===== src/rtl/turn_pkg.sv =====
// Shared types and constants for the turn-signal input conditioner.
// Defining FAST_SIM_EN swaps in short debounce/window/divider values for quick simulation.
package turn_pkg;

  typedef enum logic [1:0] {
    StIdle,
    StPairWait,
    StSingle,
    StBoth
  } turn_state_e;

  typedef enum logic {
    SideL = 1'b0,
    SideR = 1'b1
  } side_e;

`ifdef FAST_SIM_EN
  localparam bit FastSimEn = 1'b1;
`else
  localparam bit FastSimEn = 1'b0;
`endif

  localparam int unsigned FastDebounceCycles = 4;
  localparam int unsigned FastPairWindow     = 8;
  localparam int unsigned FastDiv            = 16;

  // Bits needed to hold 0..max_val, never less than one.
  function automatic int unsigned cnt_width(input int unsigned max_val);
    return (max_val < 1) ? 1 : $clog2(max_val + 1);
  endfunction

endpackage


===== src/rtl/turn_debounce.sv =====
// Two-flop synchronizer followed by a debounce counter: a change is accepted only
// after DEBOUNCE_CYCLES consecutive disagreeing synced samples.
module turn_debounce
  import turn_pkg::*;
#(
  parameter int unsigned DEBOUNCE_CYCLES = 1000000
) (
  input  logic clk,
  input  logic rst,
  input  logic raw,
  output logic debounced
);

  localparam int unsigned CntW = cnt_width(DEBOUNCE_CYCLES - 1);
  localparam logic [CntW-1:0] CntMax = CntW'(DEBOUNCE_CYCLES - 1);

  logic [1:0]      sync_q;
  logic [CntW-1:0] cnt_q, cnt_d;
  logic            deb_q, deb_d;

  always_comb begin
    cnt_d = '0;
    deb_d = deb_q;
    if (sync_q[1] != deb_q) begin
      if (cnt_q == CntMax) begin
        deb_d = ~deb_q;
      end else begin
        cnt_d = cnt_q + 1'b1;
      end
    end
  end

  always_ff @(posedge clk or posedge rst) begin
    if (rst) begin
      sync_q <= '0;
      cnt_q  <= '0;
      deb_q  <= 1'b0;
    end else begin
      sync_q <= {sync_q[0], raw};
      cnt_q  <= cnt_d;
      deb_q  <= deb_d;
    end
  end

  assign debounced = deb_q;

endmodule


===== src/rtl/turn_input_conditioner.sv =====
// Conditions raw left/right switches into clean L/R requests and a periodic Step enable.
// FAST_SIM_EN (see turn_pkg) overrides debounce, pairing window and step divider.
module turn_input_conditioner
  import turn_pkg::*;
#(
  parameter int unsigned CLK_HZ          = 100000000,
  parameter int unsigned STEP_HZ         = 4,
  parameter int unsigned DEBOUNCE_CYCLES = 1000000,
  parameter int unsigned PAIR_WINDOW     = 5000000
) (
  input  logic Clk,
  input  logic Res,
  input  logic L_raw,
  input  logic R_raw,
  output logic L,
  output logic R,
  output logic Step
);

  localparam int unsigned DebEff = FastSimEn ? FastDebounceCycles : DEBOUNCE_CYCLES;
  localparam int unsigned WinEff = FastSimEn ? FastPairWindow : PAIR_WINDOW;
  localparam int unsigned DivEff = FastSimEn ? FastDiv : (CLK_HZ / STEP_HZ);

  localparam int unsigned WinW = cnt_width(WinEff - 1);
  localparam int unsigned DivW = cnt_width(DivEff - 1);
  localparam logic [WinW-1:0] WinMax = WinW'(WinEff - 1);
  localparam logic [DivW-1:0] DivMax = DivW'(DivEff - 1);

  logic deb_l, deb_r;

  turn_debounce #(
    .DEBOUNCE_CYCLES(DebEff)
  ) u_deb_l (
    .clk      (Clk),
    .rst      (Res),
    .raw      (L_raw),
    .debounced(deb_l)
  );

  turn_debounce #(
    .DEBOUNCE_CYCLES(DebEff)
  ) u_deb_r (
    .clk      (Clk),
    .rst      (Res),
    .raw      (R_raw),
    .debounced(deb_r)
  );

  turn_state_e     state_q, state_d;
  side_e           side_q, side_d;
  logic [WinW-1:0] win_q, win_d;
  logic [DivW-1:0] div_q, div_d;
  logic            l_q, l_d, r_q, r_d, step_q, step_d;
  logic            first_on, other_on, enter_hold;

  always_comb begin
    state_d  = state_q;
    side_d   = side_q;
    win_d    = win_q;
    first_on = (side_q == SideL) ? deb_l : deb_r;
    other_on = (side_q == SideL) ? deb_r : deb_l;
    unique case (state_q)
      StIdle: begin
        if (deb_l && deb_r) begin
          state_d = StBoth;
        end else if (deb_l ^ deb_r) begin
          state_d = StPairWait;
          side_d  = deb_l ? SideL : SideR;
          win_d   = '0;
        end
      end
      StPairWait: begin
        // A release of the first side wins over a coincident second press.
        if (!first_on) begin
          state_d = StIdle;
        end else if (other_on) begin
          state_d = StBoth;
        end else if (win_q == WinMax) begin
          state_d = StSingle;
        end else begin
          win_d = win_q + 1'b1;
        end
      end
      StSingle: begin
        if (!first_on) state_d = StIdle;
      end
      StBoth: begin
        if (!deb_l && !deb_r) state_d = StIdle;
      end
      default: state_d = StIdle;
    endcase
  end

  always_comb begin
    enter_hold = (state_d != state_q) && ((state_d == StSingle) || (state_d == StBoth));
    step_d     = 1'b0;
    div_d      = div_q + 1'b1;
    if (enter_hold) begin
      div_d = '0;
    end else if (div_q == DivMax) begin
      div_d  = '0;
      step_d = 1'b1;
    end
    l_d = (state_d == StBoth) || ((state_d == StSingle) && (side_d == SideL));
    r_d = (state_d == StBoth) || ((state_d == StSingle) && (side_d == SideR));
  end

  always_ff @(posedge Clk or posedge Res) begin
    if (Res) begin
      state_q <= StIdle;
      side_q  <= SideL;
      win_q   <= '0;
      div_q   <= '0;
      l_q     <= 1'b0;
      r_q     <= 1'b0;
      step_q  <= 1'b0;
    end else begin
      state_q <= state_d;
      side_q  <= side_d;
      win_q   <= win_d;
      div_q   <= div_d;
      l_q     <= l_d;
      r_q     <= r_d;
      step_q  <= step_d;
    end
  end

  assign L    = l_q;
  assign R    = r_q;
  assign Step = step_q;

endmodule


===== config.mk =====
export PLATFORM = sky130hd
export DESIGN_NAME = turn_input_conditioner
export DESIGN_NICKNAME = d
export VERILOG_FILES = /design/src/rtl/turn_pkg.sv /design/src/rtl/turn_debounce.sv /design/src/rtl/turn_input_conditioner.sv
export SDC_FILE = /design/constraint.sdc
export NUM_CORES = 1
export LEC_CHECK = 0
export ABC_CLOCK_PERIOD_IN_PS = 4200
export CAP_MARGIN = 20
export CORE_UTILIZATION = 39
export CTS_CLUSTER_SIZE = 14
export DETAILED_ROUTE_END_ITERATION = 12
export PLACE_DENSITY = 0.64
export SYNTH_ARGS = -nofsm -noshare
export SYNTH_HDL_FRONTEND = slang
export SYNTH_SLANG_ARGS = --single-unit

===== constraint.sdc =====
create_clock -name Clk -period 4.2 [get_ports Clk]
set_clock_uncertainty 0.1 [all_clocks]
set_input_delay 0.42 -clock Clk [delete_from_list [all_inputs] [get_ports Clk]]
set_output_delay 0.42 -clock Clk [all_outputs]
set_load 0.05 [all_outputs]

Yosys cells after proc, flatten, opt, wreduce, memory -nomap -nowiden
Index checks and enable logic that the tools add are counted.
{"block": "word_totals", "regBits": 100, "out_inout_bits": 3, "latch_bits": 0, "n_memories": 0, "input_bits": 4, "word_cells": 81, "rom_bits": 0, "mem_bits_rw": 0}
{"block": "op_classes", "n_div": 0, "order_cmp": 0, "add_sub_neg": 4, "mul": 0, "bitwise": 4, "n_shift": 0, "n_reduce_logical": 15, "n_mux": 28, "eq_ne": 17}
{"op": "23-bit two-way mux", "count": 5}
{"op": "20-bit two-way mux", "count": 4}
{"op": "25-bit two-way mux", "count": 2}
{"op": "23-bit one-hot mux with 2 select lines", "count": 1}
{"op": "20-bit by 1-bit adder with 20-bit output, second input constant", "count": 2}
{"op": "20-bit equality test, second input constant", "count": 2}
{"op": "25-bit by 1-bit adder with 25-bit output, second input constant", "count": 1}
{"op": "25-bit equality test, second input constant", "count": 1}
{"op": "23-bit by 1-bit adder with 23-bit output, second input constant", "count": 1}
{"op": "23-bit equality test, second input constant", "count": 1}
{"op": "2-bit two-way mux", "count": 7}
{"op": "2-bit inequality test, second input constant", "count": 5}
{"op": "2-bit equality test, second input constant", "count": 4}
{"op": "1-bit two-way mux", "count": 8}
{"op": "2-bit one-hot mux with 4 select lines", "count": 1}
{"op": "6-bit AND reduction", "count": 1}
{"op": "1-bit logical AND", "count": 5}
{"op": "2-bit AND reduction", "count": 2}
{"op": "1-bit logical OR", "count": 3}
{"op": "1-bit inverter", "count": 3}
{"op": "2-bit by 1-bit equality test with 1-bit output, second input constant", "count": 1}
{"op": "1-bit logical NOT", "count": 2}
{"op": "2-bit logical NOT", "count": 1}
{"op": "1-bit inequality test", "count": 2}
{"op": "other kinds (3)", "count": 3}

Logic depth before layout (Yosys ltp)
{"block": "logic_depth", "depth_word": 9, "mapped_depth": 9, "ltp_nobuf": 7}

Hierarchy
Synthesis repeated with hierarchy kept, for this count alone.
{"block": "hier_totals", "hier_cells": 530, "hier_area_um2": 5116.2}
{"module": "turn_input_conditioner", "cells_each": 314, "seq_area_each_um2": 1351.3, "area_per_inst_um2": 2884.0, "n_inst": 1}
{"module": "turn_debounce (u_deb_l)", "cells_each": 107, "seq_area_each_um2": 575.6, "area_per_inst_um2": 1118.6, "n_inst": 1}
{"module": "turn_debounce (u_deb_r)", "cells_each": 109, "seq_area_each_um2": 575.6, "area_per_inst_um2": 1113.6, "n_inst": 1}

Worst setup path before layout
Ideal clock, no wire load.
{"block": "synth_path", "path_kind": "register to register", "start": "register u_deb_l.deb_q, in the netlist u_deb_l.debounced", "end": "register win_q[7]", "path_slack_ns": 1.719, "period_less_slack_ns": 2.481, "t_required_ns": 4.020, "setup_time_ns": 0.080, "n_path_buf": 1, "path_stages_with_launch": 8, "arrival_time_ns": 2.301, "path_cell_list": "dfrtp_1 inv_1 ha_1 nor4b_1 o31ai_4 buf_6 or4_1 a21oi_1"}
{"block": "synth_via", "elab_chain_len": 3, "elab_cells_between_ends": 9, "cone_classes": "4 x eq/ne; 2 x mux; 1 x bitwise; 2 x reduce/logical"}
{"item": "start: declaration", "line_no": "turn_debounce.sv:19", "text": "logic deb_q, deb_d;"}
{"item": "start signal: assignment", "line_no": "turn_debounce.sv:37", "text": "deb_q <= 1'b0;"}
{"item": "start signal: assignment", "line_no": "turn_debounce.sv:41", "text": "deb_q <= deb_d;"}
{"item": "1-bit bitwise XOR (tied with other cells)", "line_no": "turn_input_conditioner.sv:66", "text": "end else if (deb_l ^ deb_r) begin"}
{"item": "2-bit inequality test (no line)"}
{"item": "6-bit AND reduction (no line) (*)"}
{"item": "end signal: assignment", "line_no": "turn_input_conditioner.sv:120", "text": "win_q <= win_d;"}
{"item": "end: declaration", "line_no": "turn_input_conditioner.sv:51", "text": "logic [WinW-1:0] win_q, win_d;"}
Mark *: on every way between the ends. The rest lies on a longest branch, timed or not.
A chain may end at the register's enable or synchronous reset.

Worst setup path in the final report
{"block": "layout_path", "start": "register u_deb_l.deb_q, in the netlist u_deb_l.debounced", "end": "register win_q[9]"}
Same word-level chain as after synthesis.

==> qor.log <==
qor: outcome.status complete, no violations
qor: timing.tightestPinTransition 0.988 ns
qor: clocking.cts_setup_buffers 0
qor: synth.largest_family_of_logic_cells_by_synthesized_area simple AND/OR/NAND/NOR gates
qor: global_routing.global_route_wire_length_before_repair 16700 µm
qor: synth.synth_ff_type dfrtp_1
qor: clocking.cts_hold_buffers 0
qor: die.rows 40
qor: synth.synth_compound_gate_area_share 7.92%
qor: die.core 12200 µm²
qor: setup_path.timing.critical_path.cells inv_1 -> ha_1 -> or4b_1 -> o31ai_1 -> o31ai_4 -> buf_4 -> or4_1 -> a21oi_1
qor: pwr.leakage 0.00230 µW
qor: synth.syn_avg_cell_area 9.77 µm²
qor: pwr.power_density_over_cell_area 345 nW/µm²
qor: clocking.cts-root-to-sink-buffers 2
qor: die.die_width 115 µm
qor: setup_path.critPathMaxStageDelay 0.52 ns
qor: timing.timing.slew.headroom 33.5%
qor: clocking.clk_pin_slew_worst_paths 0.07 ns
qor: synth.synth_xor_xnor_area_share 10.7%
qor: setup_path.critPathArrivalTime 3.04 ns
qor: pwr.register_share_of_total_power 51.0%
qor: synth.synth.ff_latch_count 100
qor: run.cap_violations 0
qor: timing.final_critical_period 2.87 ns
qor: setup_path.critical_path_required 4.37 ns
qor: clocking.cts-root-buf clkbuf_16
qor: die.initial_utilization 40.7%
qor: global_routing.grt_max_degree 60
qor: clocking.post_cts_resized 0
qor: setup_path.crit_type reg -> reg
qor: synth.synth_enable_flop_cells 0
qor: global_routing.vias_in_the_first_global_route 3571
qor: synth.seq_area_frac_synth 50.3%
qor: final_layout.layout.cells.most_common dfrtp_1
qor: global_routing.grt_antenna_before_repair 0
qor: synth.mapped_nets 519
qor: pwr.power.switching 409 µW
qor: final_layout.layout-drive-gt1-share 8.57%
qor: clocking.clk-insertion-delay-late 0.35 ns
qor: clocking.clock_sink_count 100
qor: timing.fmax 0.349 GHz
qor: setup_path.path_delay_family simple AND/OR/NAND/NOR gates
qor: final_layout.layout.cells.most_common_list dfrtp_1, nor2_1, nand2_1, xor2_1, nand3_1
qor: setup_path.ff2ff_setup_slack 1.33 ns
qor: routing.post_drt_wl_per_cell 13.7 µm
qor: setup_path.critPathLaunchType flop
qor: setup_path.critical_path.max_fanout 23
qor: worst_hold_path.holdCritPathClass reg -> reg
qor: clocking.cts_max_level 3
qor: routing.drt-vias-per-instance 5.28
qor: placed_design.post-dp-hpwl 6370 µm
qor: timing.setup_tns 0 ns
qor: final_layout.final_core_utilization 45.5%
qor: routing.ant_nets 0
qor: synth.synth_mux_area_share 0.428%
qor: pwr.design_power_total 1910 µW
qor: routing.totalWireLength 9480 µm
qor: global_routing.globalRoute.totalOverflow 0
qor: final_layout.area_growth_syn_to_layout 11.6%
qor: synth.post_synth_num_cell_types 52
qor: synth.yosys_warnings 0
qor: final_layout.antenna_cells 0
qor: synth.post_synth_and_or_nand_nor_area_fraction 26.4%
qor: synth.async_flop_share 100%
qor: die.ioPinCount 7
qor: synth.syn-cell-area 4970 µm²
qor: synth.postSynthCellCount 509
qor: timing.hold_viol_final 0
qor: die.die-area 13200 µm²
qor: routing.drt-initial-drc-count 261
qor: setup_path.critical-path-slowest-cell or4_1
qor: pwr.p_sw_share 21.4%
qor: timing.layout_worst_path_cycle_share 68.3%
qor: placed_design.placement_cell_area 5220 µm²
qor: timing.grt_setup_unrepaired false
qor: routing.vias 3658
qor: pwr.irDropWorstVdd 0.203 mV
qor: global_routing.grt_use_total 15.8%
qor: setup_path.end_kind flop
qor: routing.drt_pre_antenna_iters 4
qor: timing.setup_viol 0
qor: pwr.pwr-share-clk 46.9%
qor: placed_design.io_buffers 6
qor: clocking.number_of_cts_inserted_buffers 9
qor: placed_design.gp_congestion 0.788
qor: synth.post_synth_fa_ha_maj_area_fraction 1.51%
qor: routing.detail_route.drc_violations 0
qor: final_layout.final_design_area_no_fill 5550 µm²
qor: pwr.combinational_fraction_of_design_power 2.0%
qor: final_layout.layout.nets 530
qor: pwr.cell_internal_power_dissipation 1500 µW
qor: clocking.tritoncts yes
qor: timing.final_report_max_slew_violation_count 0
qor: die.die_y 115 µm
qor: setup_path.crit_buf_inv 2
==> kinds of logic (layout without fill, tap and decap cells) <==
| group | Yosys count | in the layout |
|---|---|---|
| adder cells (fa/ha/maj) | 6 | 6 |
| multiplexers | 2 | 2 |
| AO/OA/AOI/OAI | 58 | 58 |
| buffers and inverters | 29 | 45 |
| AND/OR/NAND/NOR | 253 | 253 |
| flip-flops | 100 | 100 |
| XOR/XNOR | 61 | 61 |
==> final cells by class <==
type / instances / area (µm²)
clock buffer: 9 / 225
clock inverter: 7 / 98.8
fill: 1165 / 6660
inverter: 15 / 58.8
multi-input combinational: 380 / 2340
sequential: 100 / 2500
tap: 168 / 210
timing repair buffer: 14 / 115
==> cells in the mapped netlist, types with 4 or more instances <==
cell type | count | area [µm²]
or4_1 | 8 | 60.1
xor2_1 | 38 | 333
or3_1 | 16 | 100
nor4_1 | 9 | 56.3
and4_1 | 6 | 52.6
or2_2 | 5 | 31.3
xnor2_1 | 23 | 201
o21ai_2 | 5 | 43.8
nand4_1 | 17 | 106
o21ai_0 | 12 | 60.1
a21oi_2 | 4 | 35.0
nor3_1 | 17 | 85.1
inv_1 | 15 | 56.3
o31ai_1 | 8 | 60.1
dfrtp_1 | 100 | 2500
and3_1 | 10 | 62.6
nand3_1 | 32 | 160
ha_1 | 6 | 75.1
clkbuf_1 | 7 | 26.3
nor2_1 | 74 | 278
a21oi_1 | 17 | 85.1
nand2_1 | 39 | 146
==> final timing paths <==
| check | start | endpoint | cells past startpoint |
|---|---|---|---|
| min in group asynchronous | Res | div_q[0]$_DFF_PP0_ | 2 |
| max | u_deb_l.debounced$_DFFE_PP0P_ | win_q[9]$_DFFE_PP0P_ | 8 |
| min | u_deb_r.sync_q[0]$_DFF_PP0_ | u_deb_r.sync_q[1]$_DFF_PP0_ | 0 |
| max reg2reg | u_deb_l.debounced$_DFFE_PP0P_ | win_q[9]$_DFFE_PP0P_ | 8 |
| min reg2reg | u_deb_r.sync_q[0]$_DFF_PP0_ | u_deb_r.sync_q[1]$_DFF_PP0_ | 0 |
| max in group asynchronous | Res | state_q[1]$_DFF_PP0_ | 3 |
==> metrics by stage <==
step | hold slack (ns) | worst slack, ns | std cells
2_1_floorplan | 0.231 | 1.06 | 509
3_3_place_gp | 0.233 | 1.45 | 675
3_5_place_dp | 0.235 | 1.35 | 676
4_1_cts | 0.250 | 1.33 | 692
5_1_grt | 0.271 | 1.15 | 693
6_report | 0.249 | 1.33 | 693
==> power by group through the flow <==
stage | Clock [µW] | Sequential (µW) | Combinational, µW
floorplan | 0 | 993 | 28.0
global placement | 0 | 994 | 40.0
detailed placement | 0 | 994 | 41.3
CTS | 924 | 976 | 41.4
global route | 956 | 976 | 46.8
finish | 898 | 976 | 39.2
==> flip-flops by register name, indices dropped and copies added (netlist names) <==
| register | cells |
|---|---|
| div_q | 25 |
| win_q | 23 |
| u_deb_l.cnt_q | 20 |
| u_deb_r.cnt_q | 20 |
| state_q | 2 |
| u_deb_l.sync_q | 2 |
| u_deb_r.sync_q | 2 |
| L | 1 |
| R | 1 |
| Step | 1 |
| side_q | 1 |
| u_deb_l.debounced | 1 |
| u_deb_r.debounced | 1 |
==> metal layers <==
metal,vias up,wire [µm],global-route usage (%)
met4,0,116,5.37
li1,1805,-,-
met3,9,247,3.95
met5,-,0,0
met2,37,4590,26.1
met1,1807,4530,20.3
No activity file was read; power rests on OpenSTA's default activity.
==> RTL edit, RTL diff (config.mk and constraints unchanged) <==
`DEBOUNCE_CYCLES` is set to 1000000 in 2 places; all go to 500000.
--- a/src/rtl/turn_debounce.sv
+++ b/src/rtl/turn_debounce.sv
@@ -4,5 +4,5 @@
   import turn_pkg::*;
 #(
-  parameter int unsigned DEBOUNCE_CYCLES = 1000000
+  parameter int unsigned DEBOUNCE_CYCLES = 500000
 ) (
   input  logic clk,
--- a/src/rtl/turn_input_conditioner.sv
+++ b/src/rtl/turn_input_conditioner.sv
@@ -6,5 +6,5 @@
   parameter int unsigned CLK_HZ          = 100000000,
   parameter int unsigned STEP_HZ         = 4,
-  parameter int unsigned DEBOUNCE_CYCLES = 1000000,
+  parameter int unsigned DEBOUNCE_CYCLES = 500000,
   parameter int unsigned PAIR_WINDOW     = 5000000
 ) (
Check against the original RTL: no difference found for any inputs over 10 cycles, from zero or initial values; that may be too few to reach the edited logic, so the function may still have changed.
==> RTL edit against the original RTL <==
Count of clock-buffer cells in the layout rose by 3. Sequential cell count fell by 2. Sequential power is 2% lower. Via count increased by 2.2%. Routed wire length up 0.36%. Sequential share of layout area fell by 0.49 points. Core utilization decreased by 0.42 points. Total power fell by 1.6%. First-iteration DRC count is 52% lower. Setup slack improved by 86 ps. Area after synthesis fell by 0.15%. Design area fell by 0.92%.
==> RTL edit: results (changes against the original RTL) <==
{
  "status": {"value": "finished clean", "change": "unchanged"},
  "crit_arrival": {"value": 2950, "unit": "ps", "change": "was 3040 ps"},
  "worstSetupStartpoint": {"value": "u_deb_r.debounced", "change": "was u_deb_l.debounced"},
  "synth.top_cells.by_area": {"value": "sky130_fd_sc_hd__dfrtp_1 49%, sky130_fd_sc_hd__xnor2_1 6.5%, sky130_fd_sc_hd__nor2_1 6.1%, sky130_fd_sc_hd__xor2_1 3.9%, sky130_fd_sc_hd__nand3_1 3.4%", "change": "was sky130_fd_sc_hd__dfrtp_1 50%, sky130_fd_sc_hd__xor2_1 6.7%, sky130_fd_sc_hd__nor2_1 5.6%, sky130_fd_sc_hd__xnor2_1 4.1%, sky130_fd_sc_hd__nand3_1 3.2%"},
  "wl_per_cell": {"value": 13.6, "unit": "um", "change": "was 13.7 um"},
  "drive_gt1_frac": {"value": 0.0528, "change": "was 0.0857"},
  "synth-compound-area-share": {"value": 0.0796, "change": "was 0.0792"},
  "net_count_after_synthesis": {"value": 530, "change": "was 519"},
  "grt_util_all_layers": {"value": 0.164, "change": "was 0.158"},
  "synth_top_cells_by_count": {"value": "98 x sky130_fd_sc_hd__dfrtp_1, 81 x sky130_fd_sc_hd__nor2_1, 40 x sky130_fd_sc_hd__nand2_1, 37 x sky130_fd_sc_hd__xnor2_1, 34 x sky130_fd_sc_hd__nand3_1", "change": "was 100 x sky130_fd_sc_hd__dfrtp_1, 74 x sky130_fd_sc_hd__nor2_1, 39 x sky130_fd_sc_hd__nand2_1, 38 x sky130_fd_sc_hd__xor2_1, 32 x sky130_fd_sc_hd__nand3_1"},
  "grt_pass1_wl": {"value": 16.9, "unit": "mm", "change": "was 16.7 mm"},
  "seq_area_frac_synth": {"value": 0.494, "change": "was 0.503"},
  "dp.final_hpwl": {"value": 6.54, "unit": "mm", "change": "was 6.37 mm"},
  "timing.critical_path.slowest_cell_delay": {"value": 740, "unit": "ps", "change": "was 520 ps"},
  "power_leakage": {"value": 2.21, "unit": "nW", "change": "was 2.30 nW"},
  "drt_wl_total": {"value": 9.52, "unit": "mm", "change": "was 9.48 mm"},
  "syn-instance-count": {"value": 520, "change": "was 509"},
  "power.sequential.total": {"value": 0.000957, "unit": "W", "change": "was 0.000976 W"},
  "placement.cell_area": {"value": 5180, "unit": "sq um", "change": "was 5220 sq um"},
  "dp_cells": {"value": 682, "change": "was 676"},
  "power_report.internal_total": {"value": 0.00150, "unit": "W", "change": "about the same"},
  "crit-reg2reg-capture": {"value": "win_q[5]", "change": "was win_q[9]"},
  "dp_slack": {"value": 1450, "unit": "ps", "change": "was 1350 ps"},
  "worst-path-max-fanout": {"value": 26, "change": "was 23"},
  "met3_usage_in_global_routing": {"value": 0.0469, "change": "was 0.0395"},
  "synth_xor_xnor_area_share": {"value": 0.104, "change": "was 0.107"},
  "globalRouteMet1Util": {"value": 0.202, "change": "was 0.203"},
  "met2_usage": {"value": 0.272, "change": "was 0.261"},
  "critical-path-top-delay-family": {"value": "compound AO/OA/AOI/OAI gates", "change": "was simple AND/OR/NAND/NOR gates"}
}
==> RTL edit: cell types whose count changed in the layout (fill, tap and decap cells not counted), moves of 4 or more <==
cell,unedited run,this run
sky130_fd_sc_hd__xor2_1,38,22
sky130_fd_sc_hd__o21ai_1,0,15
sky130_fd_sc_hd__xnor2_1,23,37
sky130_fd_sc_hd__o21ai_0,12,3
sky130_fd_sc_hd__nor2_1,74,81
sky130_fd_sc_hd__nor4_1,9,14
sky130_fd_sc_hd__o21ai_2,5,0
sky130_fd_sc_hd__or3_1,16,11
sky130_fd_sc_hd__a21oi_2,4,0
sky130_fd_sc_hd__inv_1,14,18
sky130_fd_sc_hd__or2_2,5,1
==> RTL edit: layout make-up <==
class                      instances  area, sq um
multi-input combinational        386         2350
sequential                        98         2450
timing repair buffer               9         82.6
inverter                          21         81.3
clock inverter                     4         75.1
clock buffer                      12          246
fill                            1183         6710
tap                              168          210
